## config.mk

```make
export PLATFORM = sky130hd
export DESIGN_NAME = rf_write_arbiter
export DESIGN_NICKNAME = d
export VERILOG_FILES = /design/src/rtl/rf_pkg.sv /design/src/rtl/rf_write_arbiter_rr_arb2.sv /design/src/rtl/rf_write_arbiter.sv
export SDC_FILE = /design/constraint.sdc
export NUM_CORES = 1
export LEC_CHECK = 0
export ABC_CLOCK_PERIOD_IN_PS = 1700
export BUFFER_PORTS_ARGS = -buffer_cell sky130_fd_sc_hd__buf_4
export CORE_MARGIN = 2
export CORE_UTILIZATION = 42
export CTS_BUF_LIST = sky130_fd_sc_hd__clkbuf_8
export DETAILED_ROUTE_END_ITERATION = 6
export GPL_ROUTABILITY_DRIVEN = 0
export PLACE_DENSITY_LB_ADDON = 0.12
export SLEW_MARGIN = 10
export SYNTH_ARGS = -nofsm -noshare
export SYNTH_HDL_FRONTEND = slang
export SYNTH_SLANG_ARGS = --single-unit
```

## constraint.sdc

```tcl
create_clock -name clk -period 1.7 [get_ports clk]
set_clock_uncertainty 0.15 [all_clocks]
set_input_delay 0.17 -clock clk [delete_from_list [all_inputs] [get_ports clk]]
set_output_delay 0.17 -clock clk [all_outputs]
set_load 0.05 [all_outputs]
```

## src/rtl/rf_pkg.sv

```systemverilog
// Shared widths, FSM state type and constants for the register-file write arbiter.
package rf_pkg;

    localparam int REG_ADDR_W = 5;
    localparam int DATA_W     = 32;
    localparam int NUM_REGS   = 32;

    localparam logic [REG_ADDR_W-1:0] ZERO_REG = 5'd0;
    localparam logic [REG_ADDR_W-1:0] LAST_REG = 5'(NUM_REGS - 1);

    typedef enum logic {
        CLEAR = 1'b0,
        RUN   = 1'b1
    } state_t;

endpackage

```

## src/rtl/rf_write_arbiter_rr_arb2.sv

```systemverilog
// Two-way round-robin arbiter: combinational grant from the valids and a
// priority flop that points at the requester that lost (or waited) last.
module rr_arb2 (
    input  logic clk,
    input  logic rst,
    input  logic en,
    input  logic valid0,
    input  logic valid1,
    output logic grant0,
    output logic grant1
);

    logic prio_reg;

    always_comb begin
        grant0 = en && valid0 && (!valid1 || !prio_reg);
        grant1 = en && valid1 && (!valid0 ||  prio_reg);
    end

    // Any grant, including one to $0, hands priority to the other side.
    always_ff @(posedge clk) begin
        if (rst) begin
            prio_reg <= 1'b0;
        end else if (grant0) begin
            prio_reg <= 1'b1;
        end else if (grant1) begin
            prio_reg <= 1'b0;
        end
    end

endmodule

```

## src/rtl/rf_write_arbiter.sv

```systemverilog
// Register-file write-port arbiter: post-reset clear of $1..$31, then one
// round-robin granted write per cycle with all rf_* outputs registered.
module rf_write_arbiter
    import rf_pkg::*;
#(
    parameter bit CLEAR_ON_RESET = 1'b1
) (
    input  logic                  clk,
    input  logic                  rst,
    input  logic                  req0_valid,
    input  logic [REG_ADDR_W-1:0] req0_rd,
    input  logic [DATA_W-1:0]     req0_data,
    output logic                  req0_ready,
    input  logic                  req1_valid,
    input  logic [REG_ADDR_W-1:0] req1_rd,
    input  logic [DATA_W-1:0]     req1_data,
    output logic                  req1_ready,
    output logic                  rf_we,
    output logic [REG_ADDR_W-1:0] rf_rd,
    output logic [DATA_W-1:0]     rf_wdata,
    output logic                  init_done
);

    state_t                state_reg;
    logic [REG_ADDR_W-1:0] cnt_reg;
    logic                  rf_we_reg;
    logic [REG_ADDR_W-1:0] rf_rd_reg;
    logic [DATA_W-1:0]     rf_wdata_reg;
    logic                  init_done_reg;

    logic                  grant0;
    logic                  grant1;
    logic                  arb_en;
    logic [REG_ADDR_W-1:0] sel_rd_next;
    logic [DATA_W-1:0]     sel_data_next;

    // Readies are held low while rst is asserted so no request is consumed
    // by an edge that will discard the write anyway.
    assign arb_en = (state_reg == RUN) && !rst;

    rr_arb2 u_arb (
        .clk    (clk),
        .rst    (rst),
        .en     (arb_en),
        .valid0 (req0_valid),
        .valid1 (req1_valid),
        .grant0 (grant0),
        .grant1 (grant1)
    );

    always_comb begin
        sel_rd_next   = req0_rd;
        sel_data_next = req0_data;
        if (grant1) begin
            sel_rd_next   = req1_rd;
            sel_data_next = req1_data;
        end
    end

    always_ff @(posedge clk) begin
        if (rst) begin
            state_reg     <= CLEAR_ON_RESET ? CLEAR : RUN;
            cnt_reg       <= 5'd1;
            rf_we_reg     <= 1'b0;
            rf_rd_reg     <= ZERO_REG;
            rf_wdata_reg  <= '0;
            init_done_reg <= 1'b0;
        end else begin
            case (state_reg)
                CLEAR: begin
                    rf_we_reg    <= 1'b1;
                    rf_rd_reg    <= cnt_reg;
                    rf_wdata_reg <= '0;
                    cnt_reg      <= cnt_reg + 5'd1;
                    if (cnt_reg == LAST_REG) begin
                        state_reg     <= RUN;
                        init_done_reg <= 1'b1;
                    end
                end
                RUN: begin
                    init_done_reg <= 1'b1;
                    rf_we_reg     <= 1'b0;
                    // Writes to $0 are consumed but leave address/data untouched.
                    if ((grant0 || grant1) && (sel_rd_next != ZERO_REG)) begin
                        rf_we_reg    <= 1'b1;
                        rf_rd_reg    <= sel_rd_next;
                        rf_wdata_reg <= sel_data_next;
                    end
                end
                default: state_reg <= CLEAR;
            endcase
        end
    end

    assign req0_ready = grant0;
    assign req1_ready = grant1;
    assign rf_we      = rf_we_reg;
    assign rf_rd      = rf_rd_reg;
    assign rf_wdata   = rf_wdata_reg;
    assign init_done  = init_done_reg;

endmodule

```

### After elaboration in Yosys (flattened, before gate mapping)

Cells that the tools add are included.

| operators by class | value |
|---|---|
| $add $sub $neg | 1 |
| equal/unequal tests | 3 |
| multiplexer cells | 14 |
| bitwise logic cells | 1 |
| reduce and logical (&&, ||, !) cells | 15 |

Operators with widths:

| kind | number |
|---|---|
| 32-bit 2-to-1 mux | 2 |
| 32-bit one-hot mux with 2 select lines | 1 |
| 5-bit 2-to-1 mux | 2 |
| 5-bit one-hot mux with 2 select lines | 1 |
| 1-bit logical AND | 6 |
| 1-bit 2-to-1 mux | 6 |
| 5-bit by 1-bit adder with 5-bit output, second input constant | 1 |
| 5-bit == test, second input constant | 1 |
| 5-bit nonzero test | 1 |
| 1-bit zero test | 4 |
| 1-bit one-hot mux with 2 select lines | 2 |
| 1-bit logical OR | 3 |
| 2-bit by 1-bit != test with 1-bit output, second input constant | 1 |
| 2-bit != test, second input constant | 1 |
| 2-bit nonzero test | 1 |
| 1-bit NOT | 1 |

| word-level totals | value |
|---|---|
| register bits | 46 |
| bits of input ports | 78 |
| output and inout port bits | 41 |
| word-level logic and storage cells | 41 |

### Logic depth before layout (Yosys ltp)

Gate-level depths: netlist (run 1).

| logic depth | value |
|---|---|
| word-level depth | 9 |
| mapped depth | 7 |

### Modules after synthesis

From an unflattened synthesis (run 1), not the netlist that was laid out.

| second synthesis, totals | value |
|---|---|
| cells, all modules | 195 |
| area total of the unflattened synthesis | 2124.5 µm² |

By module, submodules not included:

| module | times used | cells each | area each (µm²) | seq. area each (µm²) |
|---|---|---|---|---|
| rf_write_arbiter | 1 | 187 | 2069.5 | 900.9 |
| rr_arb2 | 1 | 8 | 55.1 | 20.0 |

### Worst setup path after synthesis (run 1)

OpenSTA, ideal clock, no wires.

| timing | value |
|---|---|
| path type | register to register |
| start point | register u_arb.prio_reg |
| end point | register rf_wdata_reg[10], in the netlist rf_wdata[10] |
| data arrival time | 1816 ps |
| required time | 1469 ps |
| slack | -348 ps |
| cell stages (with the launch flop) | 8 |
| path through | dfxtp_1 nand2b_1 and3_1 a211oi_2 buf_6 buf_2 nor2_1 a211oi_2 |

| on the way | value |
|---|---|
| word-level cells in the longest chain between the ends | 6 |
| elaborated cells between the ends (all ways) | 13 |
| those cells by class | eq/ne: 1; mux: 4; reduce/logical: 8 |

RTL lines:

| what | line | source |
|---|---|---|
| from (decl) | rf_write_arbiter_rr_arb2.sv:13 | `logic prio_reg;` |
| from (signal assigned) | rf_write_arbiter_rr_arb2.sv:23 | `prio_reg <= 1'b0;` |
| from (signal assigned) | rf_write_arbiter_rr_arb2.sv:25 | `prio_reg <= 1'b1;` |
| from (signal assigned) | rf_write_arbiter_rr_arb2.sv:27 | `prio_reg <= 1'b0;` |
| 1-bit logical OR (*) | rf_write_arbiter_rr_arb2.sv:17 | `grant1 = en && valid1 && (!valid0 \|\| prio_reg);` |
| 1-bit logical AND (*) | rf_write_arbiter_rr_arb2.sv:17 |  |
| named net req1_ready | rf_write_arbiter.sv:17 | `output logic req1_ready,` |
| 5-bit 2-to-1 mux | rf_write_arbiter.sv:54 | `if (grant1) begin` |
| 5-bit nonzero test | rf_write_arbiter.sv:84 | `if ((grant0 \|\| grant1) && (sel_rd_next != ZERO_REG)) begin` |
| 1-bit logical AND | rf_write_arbiter.sv:84 |  |
| 2-bit by 1-bit != test with 1-bit output (no source line) | -- |  |
| to (signal assigned) | rf_write_arbiter.sv:87 | `rf_wdata_reg <= sel_data_next;` |
| to (decl) | rf_write_arbiter.sv:28 | `logic [DATA_W-1:0] rf_wdata_reg;` |

Mark *: on every way through the listed nets, which the timed path passes. The rest lies on a longest branch. The select of a mux whose other input is x is not followed.
A chain may end at the register's enable or synchronous reset.

### Worst setup path in the final report (run 1)

| timing | value |
|---|---|
| start point | register u_arb.prio_reg |
| end point | register rf_rd_reg[1], in the netlist rf_rd[1] |

| on the way | value |
|---|---|
| word-level cells in the longest chain between the ends | 6 |
| elaborated cells between the ends (all ways) | 12 |
| those cells by class | eq/ne: 1; mux: 3; reduce/logical: 8 |

RTL lines:

| what | line | source |
|---|---|---|
| 1-bit logical OR / 1-bit zero test (equally long branches) | rf_write_arbiter_rr_arb2.sv:17, rf_write_arbiter_rr_arb2.sv:16 |  |
| 1-bit logical AND / 1-bit logical OR (equally long branches) | rf_write_arbiter_rr_arb2.sv:17, rf_write_arbiter_rr_arb2.sv:16 |  |
| 5-bit 2-to-1 mux / 1-bit logical AND (equally long branches) | rf_write_arbiter.sv:54, rf_write_arbiter_rr_arb2.sv:16 |  |
| 5-bit nonzero test / 1-bit logical OR (equally long branches) | rf_write_arbiter.sv:84 |  |
| 1-bit logical AND | rf_write_arbiter.sv:84 |  |
| 2-bit by 1-bit != test with 1-bit output (no source line) | -- |  |
| to (signal assigned) | rf_write_arbiter.sv:72 | `rf_rd_reg <= cnt_reg;` |
| to (signal assigned) | rf_write_arbiter.sv:86 | `rf_rd_reg <= sel_rd_next;` |
| to (decl) | rf_write_arbiter.sv:27 | `logic [REG_ADDR_W-1:0] rf_rd_reg;` |

Parallel ways exist; a longest one is shown, timed or not. The select of a mux whose other input is x is not followed.

==> out/qor.csv, run 1 <==
metric;value;unit
syn_area;2310;um2
clock_latency;0.29;ns
num-fill-cells;421;
hold_end;rf_wdata[4]$_SDFFE_PP0P_;
leakage;0.00168;uW
grt_pass1_vias;2075;
async_reset_ff_share;0;%
r2r_end;rf_rd[1]$_SDFFE_PP0P_;
reg2reg_depth;6;
synth_flop_cell;dfxtp_1;
worst_slew_pin_slew;0.367;ns
finalPower;2140;uW
ys_seq_elements;46;
fmax;556;MHz
vias_per_cell;4.96;
die_w;78.2;um
grt_setup_unrepaired;yes;
grt_max_degree;23;
routed_wl;5980;um
status;complete, but fails checks;
synth_warnings;0;
rows;26;
crit_required;1.74;ns
hpwl;4320;um
worst_slack;-0.0990;ns
drv_cap;0;
largest_register_ff_count;32;
synth_top_area_cell;dfxtp_1;
ir_drop;0.000452;V
numCtsBuffers;5;
io_buffers;118;
startpoint_type;flip-flop;
rrSetupSlack;-0.1;ns
dr.pass1.iters;4;
ys_top_cells_by_area;dfxtp_1 40%, a211oi_2 18%, mux2i_1 16%;
final_util;72.1;%
die_h;78.2;um
ctsRootBufferMaster;clkbuf_8;
dieArea;6110;um2
min_path_type;input pin to flip-flop;
failed_checks;negative setup slack;
drc;0;
synth_top_area_share;39.9;%
placed_cells;413;
slew_viol_final;0;
cts_hold_buf;0;
final_common_cell;buf_4;
syn_avg_cell_area;10.4;um2
final_cells;429;
clock_sinks;46;
first_iter_violations;46;
antenna_found_initial;0;
io_pins;119;
drive_above_1_share;64.6;%
finalCritPeriodShare;106;%
core-area;5200;um2
grt_overflow;0;
cts_max_level;2;
p_per_area;570;nW/um2
ys_types;32;
fin_tns_setup;-1.30;ns
fin_crit;1.80;ns
clk_pin_slew;0.08;ns
worst_hold_path.num_cells;3;
cp_max_fo;5;
diodes;0;
initial_core_util;44.4;%
ant_nets;0;
finalHoldViolations;0;
r2r-start;u_arb.prio_reg$_SDFFE_PP0P_;
synth-edff-count;0;
synth_cells;223;
via_count;2129;
whs;0.0746;ns
final_cell_mix;130 x buf_4, 44 x dfxtp_1, 38 x mux2i_1;
cts_tree;yes;
worstPathArrival;1.84;ns
cp-end-kind;flip-flop;
syn_nets;303;
clk_path_buf_depth;2;
worstHoldStart;req1_data[4];
grt_pass1_wl;9450;um
maxSlewHeadroom;75.3;%
wl_per_cell;13.9;um
grt_usage;19.0;%
yosysSeqAreaShare;39.9;%
final_nets;438;
area_growth;62.5;%
path_class;flip-flop to flip-flop;
setup_viol_count_final;34;
[timing repair]
action	4_1_cts	5_1_grt
resized for setup	11	9
pin swaps	2	9
gates cloned	1	2
endpoints found under the setup margin	38	37
buffers inserted	5	1
[stage by stage]
step	worst slack, ns	area, um2
2_1_floorplan	-0.0611	2450
3_3_place_gp	-0.287	3490
3_5_place_dp	-0.435	3490
4_1_cts	-0.0607	3680
5_1_grt	-0.164	3750
6_report	-0.0990	3750
[area by class of cell]
| type | instances | area (um2) | share of cell area [%] |
|---|---|---|---|
| sequential | 46 | 923 | 24.6 |
| tap | 70 | 87.6 | 2.33 |
| inverter | 5 | 18.8 | 0.500 |
| timing repair buffer | 145 | 1230 | 32.7 |
| multi-input combinational | 155 | 1400 | 37.4 |
| clock buffer | 6 | 82.6 | 2.20 |
| clock inverter | 2 | 8.76 | 0.233 |
[where the power goes]
part           total [uW]  leakage (uW)  internal, uW  switching, uW
Combinational         353       0.00125           208            145
Sequential           1110      0.000373          1090           12.6
Clock                 679     0.0000524           322            356
Total                2140       0.00168          1620            514
[how the worst max path moves through the flow]
stage | from | end | cells after the start
floorplan | req0_rd[3] | rf_wdata[0]$_SDFFE_PP0P_ | 7
global placement | u_arb.prio_reg$_SDFFE_PP0P_ | rf_rd[3]$_SDFFE_PP0P_ | 5
detailed placement | state_reg$_SDFF_PP0_ | rf_rd[4]$_SDFFE_PP0P_ | 5
CTS | state_reg$_SDFF_PP0_ | rf_rd[1]$_SDFFE_PP0P_ | 6
global route | u_arb.prio_reg$_SDFFE_PP0P_ | rf_wdata[10]$_SDFFE_PP0P_ | 7
finish | u_arb.prio_reg$_SDFFE_PP0P_ | rf_rd[1]$_SDFFE_PP0P_ | 6
[metal layers]
metal / track usage (%) / share of wire [%] / vias to the layer above
li1: - / - / 1075
met1: 22.3 / 42 / 973
met2: 34.4 / 50 / 73
met3: 5.40 / 6.9 / 8
met4: 4.21 / 0.94 / 0
met5: 0 / 0 / -
[kinds of logic after synthesis]
family	synth area share (%)
fa+ha+maj	1.08
buf+inv	5.31
xor+xnor	0.759
flops	39.9
compound gates	23.6
mux	16.5
simple gates	12.9
[critical path, stage by stage, from the launching register on]
cell	delay (ns)
dfxtp_2	0.32
nand2b_4	0.14
and3_4	0.19
a211oi_4	0.32
buf_6	0.19
and3b_1	0.18
o21ba_2	0.18
[cell usage after synthesis (all sizes together), types with 3 or more instances]
master and number:
o22ai 4, nor2b 5, clkbuf 6, nor2 41
a211oi 33, mux2i 38, inv 5, dfxtp 46
a21oi 3, nand2b 4, and3 3, buf 11
o21ba 3
Note: power is estimated with default switching activity, not from simulation.
==> inputs of run 2 (changes only) <==
--- a/config.mk
+++ b/config.mk
@@ -6,13 +6,14 @@
 export NUM_CORES = 1
 export LEC_CHECK = 0
 export ABC_CLOCK_PERIOD_IN_PS = 1700
-export BUFFER_PORTS_ARGS = -buffer_cell sky130_fd_sc_hd__buf_4
 export CORE_MARGIN = 2
-export CORE_UTILIZATION = 42
+export CORE_UTILIZATION = 59
 export CTS_BUF_LIST = sky130_fd_sc_hd__clkbuf_8
 export DETAILED_ROUTE_END_ITERATION = 6
+export DONT_BUFFER_PORTS = 1
 export GPL_ROUTABILITY_DRIVEN = 0
-export PLACE_DENSITY_LB_ADDON = 0.12
+export PLACE_DENSITY = 0.78
+export SKIP_LAST_GASP = 1
 export SLEW_MARGIN = 10
 export SYNTH_ARGS = -nofsm -noshare
 export SYNTH_HDL_FRONTEND = slang
==> run 2 against run 1 <==
  * The run still ends with negative setup slack left
  * Highest routed layer unchanged
  * Clock-buffer cell count shrank 1
  * Sequential power hardly changed
  * Wire length up 11%
==> out/qor.csv, run 2 (same netlist as run 1, synthesis figures left out) <==
metric;value;unit;change
die_w;66.6;um;-15%
hpwl;4010;um;-7.1%
clock_latency;0.30;ns;about the same
setup_viol_count_final;31;;-8.8%
path_delay_family;compound AO/OA/AOI/OAI gates;;
finalHoldViolations;0;;unchanged
worst_slack;-0.124;ns;-0.0254 ns
cp_max_fo;13;;+8
core-area;3720;um2;-29%
grt_pass1_vias;2006;;-3.3%
worst_slew_pin_slew;0.574;ns;+0.207 ns
critical_path_buf_inv_count;3;;+2
dieArea;4430;um2;-27%
drv_cap;0;;unchanged
numCtsBuffers;5;;unchanged
finalCritPeriodShare;107;%;+1.5 points
slew_viol_final;0;;unchanged
worstPathArrival;1.89;ns;+0.05 ns
p_per_area;663;nW/um2;+16%
largest_register_ff_count;32;;unchanged
whs;0.00318;ns;-0.0714 ns
rows;22;;-15%
area_growth;41.6;%;
crit_required;1.76;ns;+0.02 ns
ir_drop;0.000610;V;+35%
vias_per_cell;5.91;;+19%
cts_tree;yes;;
grt_usage;29.7;%;+11 points
antenna_found_initial;0;;unchanged
num-fill-cells;169;;-60%
dr.pass1.iters;4;;unchanged
final_cell_mix;46 x dfxtp_1, 39 x dlygate4sd3_1, 38 x mux2i_1;;
min_path_type;input pin to flip-flop;;
ant_nets;0;;unchanged
io_pins;119;;unchanged
cp-end-kind;flip-flop;;
via_count;2009;;-5.6%
final_common_cell;dfxtp_1;;
first_iter_violations;145;;+220%
grt_overflow;0;;unchanged
fmax;548;MHz;-1.4%
path_class;flip-flop to flip-flop;;
fin_tns_setup;-1.86;ns;-0.558 ns
final_nets;371;;-15%
grt_max_degree;21;;-8.7%
drive_above_1_share;41.1;%;-24 points
diodes;0;;unchanged
clk_path_buf_depth;2;;unchanged
max_stage_delay;0.32;ns;about the same
clk_pin_slew;0.09;ns;about the same
maxSlewHeadroom;61.7;%;-14 points
wl_per_cell;19.5;um;+40%
leakage;0.00131;uW;-22%
initial_core_util;62.2;%;+18 points
grt_pass1_wl;9760;um;+3.2%
worst_path_max_delay_cell;dfxtp_1;;
cp_cell_sequence;nand2b_4 > and3_4 > a211oi_4 > buf_12 > buf_4 > buf_12 > nor2_2 > a211oi_2;;
fin_crit;1.82;ns;+0.0254 ns
status;complete, but fails checks;;
startpoint_type;flip-flop;;
crit_path_frequent_cell;buf_12;;
ctsRootBufferMaster;clkbuf_8;;
grt_setup_unrepaired;yes;;
routed_wl;6620;um;+11%
cts_max_level;2;;unchanged
failed_checks;negative setup slack;;
drc;0;;unchanged
io_buffers;0;;-100%
die_h;66.6;um;-15%
clock_sinks;46;;unchanged
==> run 2: cell types whose count changed in the layout (fill, tap and decap cells not counted), moves of 2 or more <==
cell	before	now
buf_4	130	32
dlygate4sd3_1	0	39
buf_6	7	0
nor2_1	9	13
buf_12	4	7
nor2_2	31	28
clkbuf_16	2	0
dfxtp_1	44	46
dfxtp_2	2	0
==> run 2: final timing paths <==
| path | startpoint | endpoint | slack [ns] | cells past startpoint |
|---|---|---|---|---|
| max | u_arb.prio_reg$_SDFFE_PP0P_ | rf_wdata[8]$_SDFFE_PP0P_ | -0.12 | 8 |
| min | req0_data[30] | rf_wdata[30]$_SDFFE_PP0P_ | 0.003 | 2 |
| max reg2reg | u_arb.prio_reg$_SDFFE_PP0P_ | rf_wdata[8]$_SDFFE_PP0P_ | -0.12 | 8 |
| min reg2reg | rf_rd[4]$_SDFFE_PP0P_ | rf_rd[4]$_SDFFE_PP0P_ | 0.32 | 2 |
==> run 2: through the flow <==
| step | total power (uW) | util (%) | worst slack (ns) | area (um2) | cells |
|---|---|---|---|---|---|
| 2_1_floorplan | 1290 | - | -0.0611 | 2450 | 223 |
| 3_3_place_gp | 1320 | 73.3 | -0.0966 | 2720 | 288 |
| 3_5_place_dp | 1330 | 73.3 | -0.211 | 2720 | 288 |
| 4_1_cts | 2170 | 86.7 | -0.111 | 3220 | 335 |
| 5_1_grt | 2240 | 88.0 | -0.189 | 3270 | 340 |
| 6_report | 2170 | 88.0 | -0.124 | 3270 | 340 |
==> run 2: report_power, final <==
part,switching [uW],internal (uW),total (uW)
logic,129,149,278
clock network,349,428,777
registers,19.7,1090,1110
==> run 2: timing repair <==
action / in CTS / in global routing
buffers inserted: 2 / 3
hold buffers: 37 / 2
hold endpoints to repair: 33 / 2
pin swaps: 1 / 0
endpoints found under the setup margin: 23 / 36
gates resized for setup: 2 / 2
==> run 2: per-layer routing <==
| layer | track usage [%] | part of all wire [%] |
|---|---|---|
| met4 | 14.0 | 2.4 |
| met3 | 6.59 | 6.4 |
| met2 | 53.6 | 53 |
| met1 | 32.8 | 39 |
| met5 | 0 | 0 |
==> run 2: final cells by class <==
cell class,count,area (um2),share of cell area [%]
clock buffer,5,68.8,2.10
clock inverter,3,37.5,1.15
inverter,5,18.8,0.574
multi-input combinational,155,1390,42.6
sequential,46,921,28.2
tap,48,60.1,1.84
timing repair buffer,78,771,23.6
==> inputs of run 3 (changes only) <==
--- a/config.mk
+++ b/config.mk
@@ -13,8 +13,10 @@
 export DONT_BUFFER_PORTS = 1
 export GPL_ROUTABILITY_DRIVEN = 0
 export PLACE_DENSITY = 0.78
+export SETUP_SLACK_MARGIN = 0.4
 export SKIP_LAST_GASP = 1
 export SLEW_MARGIN = 10
 export SYNTH_ARGS = -nofsm -noshare
 export SYNTH_HDL_FRONTEND = slang
 export SYNTH_SLANG_ARGS = --single-unit
+export TNS_END_PERCENT = 1
==> run 3 against run 2 <==
  * The run ends with negative hold slack, negative setup slack left
  * Sequential share of layout area up 2.2 points
  * Clock power is 15% lower
  * Combinational power decreased by 19%
  * Final cell count shrank 7.1%
  * Non-clock buffer count decreased by 24
  * Via count is 6.6% lower
  * Die area did not move
  * Core utilization down 6.3 points
  * Hold slack worse by 0.0054 ns
  * Critical path type unchanged
  * Highest routed layer unchanged
==> out/qor.csv, run 3 (same netlist as run 1, synthesis figures left out) <==
metric;value;unit;change
worst_slew_pin_slew;0.556;ns;-0.0180 ns
cts_max_level;2;;unchanged
crit_required;1.71;ns;-0.05 ns
first_iter_violations;80;;-45%
io_pins;119;;unchanged
ant_nets;0;;unchanged
dieArea;4430;um2;unchanged
path_class;flip-flop to flip-flop;;
fin_crit;1.80;ns;-0.0224 ns
drv_cap;0;;unchanged
io_buffers;0;;unchanged
final_cell_mix;45 x dfxtp_1, 38 x mux2i_1, 32 x a211oi_2;;
grt_pass1_wl;8320;um;-15%
cp_max_fo;8;;-5
final_nets;347;;-6.5%
fmax;555;MHz;+1.2%
p_per_area;659;nW/um2;-0.58%
via_count;1876;;-6.6%
dr.pass1.iters;4;;unchanged
cp-end-kind;flip-flop;;
finalHoldViolations;1;;+1
clock_sinks;46;;unchanged
numCtsBuffers;5;;unchanged
leakage;0.00120;uW;-8.3%
finalCritPeriodShare;106;%;-1.3 points
maxSlewHeadroom;62.9;%;+1.2 points
vias_per_cell;5.94;;+0.47%
final_common_cell;dfxtp_1;;
routed_wl;5680;um;-14%
clk_pin_slew;0.09;ns;about the same
failed_checks;negative hold slack, negative setup slack;;
placed_cells;287;;-0.35%
whs;-0.00224;ns;-0.00543 ns
ctsRootBufferMaster;clkbuf_8;;
grt_pass1_vias;1886;;-6.0%
wl_per_cell;18.0;um;-7.8%
die_w;66.6;um;unchanged
clk_path_buf_depth;2;;unchanged
setup_viol_count_final;10;;-68%
drive_above_1_share;44.4;%;+3.3 points
final_cells;316;;-7.1%
rows;22;;unchanged
place_area;2650;um2;-2.6%
slew_viol_final;0;;unchanged
clock_latency;0.28;ns;-0.02 ns
final_cell_area;3040;um2;-7.2%
worstPathArrival;1.81;ns;-0.08 ns
core-area;3720;um2;unchanged
die_h;66.6;um;unchanged
worst_slack;-0.102;ns;+0.0224 ns
status;complete, but fails checks;;
cts_tree;yes;;
initial_core_util;62.2;%;unchanged
startpoint_type;flip-flop;;
grt_max_degree;33;;+57%
hpwl;3890;um;-3.1%
grt_setup_unrepaired;yes;;
diodes;0;;unchanged
area_growth;31.4;%;
drc;0;;unchanged
finalPower;2000;uW;-7.7%
ir_drop;0.000694;V;+14%
grt_overflow;0;;unchanged
min_path_type;input pin to flip-flop;;
antenna_found_initial;0;;unchanged
grt_usage;24.4;%;-5.4 points
final_util;81.7;%;-6.3 points
largest_register_ff_count;32;;unchanged
==> run 3: changes by cell type in the layout (fill, tap and decap cells not counted), sizes merged <==
cell / previous run / this run
buf: 39 / 34
bufinv: 1 / 0
clkbuf: 5 / 8
clkinv: 0 / 1
dlygate4sd3: 39 / 18
inv: 7 / 6
==> run 3: worst max-delay path: stages (launching register included) <==
cell and delay [ns]:
dfxtp_2 0.33, nor2b_4 0.20, a311oi_4 0.12, a211oi_4 0.22, buf_6 0.21, nor2b_2 0.08, a2111oi_1 0.36
==> run 3: layout make-up <==
class | count | area, um2
multi-input combinational | 155 | 1390
sequential | 46 | 922
fill | 215 | 681
timing repair buffer | 54 | 552
clock buffer | 6 | 82.6
tap | 48 | 60.1
inverter | 5 | 18.8
clock inverter | 2 | 8.76
==> run 3: power by group <==
| group | switching (uW) | total, uW | internal [uW] |
|---|---|---|---|
| clock network | 339 | 661 | 322 |
| registers | 19.2 | 1110 | 1090 |
| logic | 113 | 226 | 113 |
| total | 471 | 2000 | 1530 |
==> run 3: per-layer routing <==
metal | vias to the layer above | GRT usage, % | part of all wire (%)
met5 | - | 0 | 0
met4 | 0 | 10.7 | 2.2
met3 | 15 | 6.25 | 6.0
met2 | 81 | 45.4 | 52
met1 | 890 | 25.4 | 40
li1 | 890 | - | -
==> run 3: final timing paths <==
check                                            from                  endpoint  slack [ns]  cells past startpoint
worst max register to register   state_reg$_SDFF_PP0_     rf_rd[3]$_SDFFE_PP0P_       -0.10                      6
worst min-delay path                     req0_data[7]  rf_wdata[7]$_SDFFE_PP0P_      -0.002                      2
worst min register to register  rf_rd[4]$_SDFFE_PP0P_     rf_rd[4]$_SDFFE_PP0P_        0.34                      2
worst max-delay path             state_reg$_SDFF_PP0_     rf_rd[3]$_SDFFE_PP0P_       -0.10                      6
==> run 3: timing repair <==
action / in CTS / in global routing
hold buffers: 15 / 3
pin swaps: 4 / 1
gates resized for setup: 13 / 2
buffers inserted: 1 / 0
gates cloned: 0 / 2
setup endpoints to repair: 44 / 53
endpoints found under the hold margin: 24 / 3
==> run 3: metrics by stage <==
step	setup TNS, ns	setup WS, ns
floorplan	-1.82	-0.0612
global placement	-2.33	-0.142
detailed placement	-4.89	-0.226
CTS	-0.0511	-0.0180
global route	-1.93	-0.119
finish	-0.253	-0.102
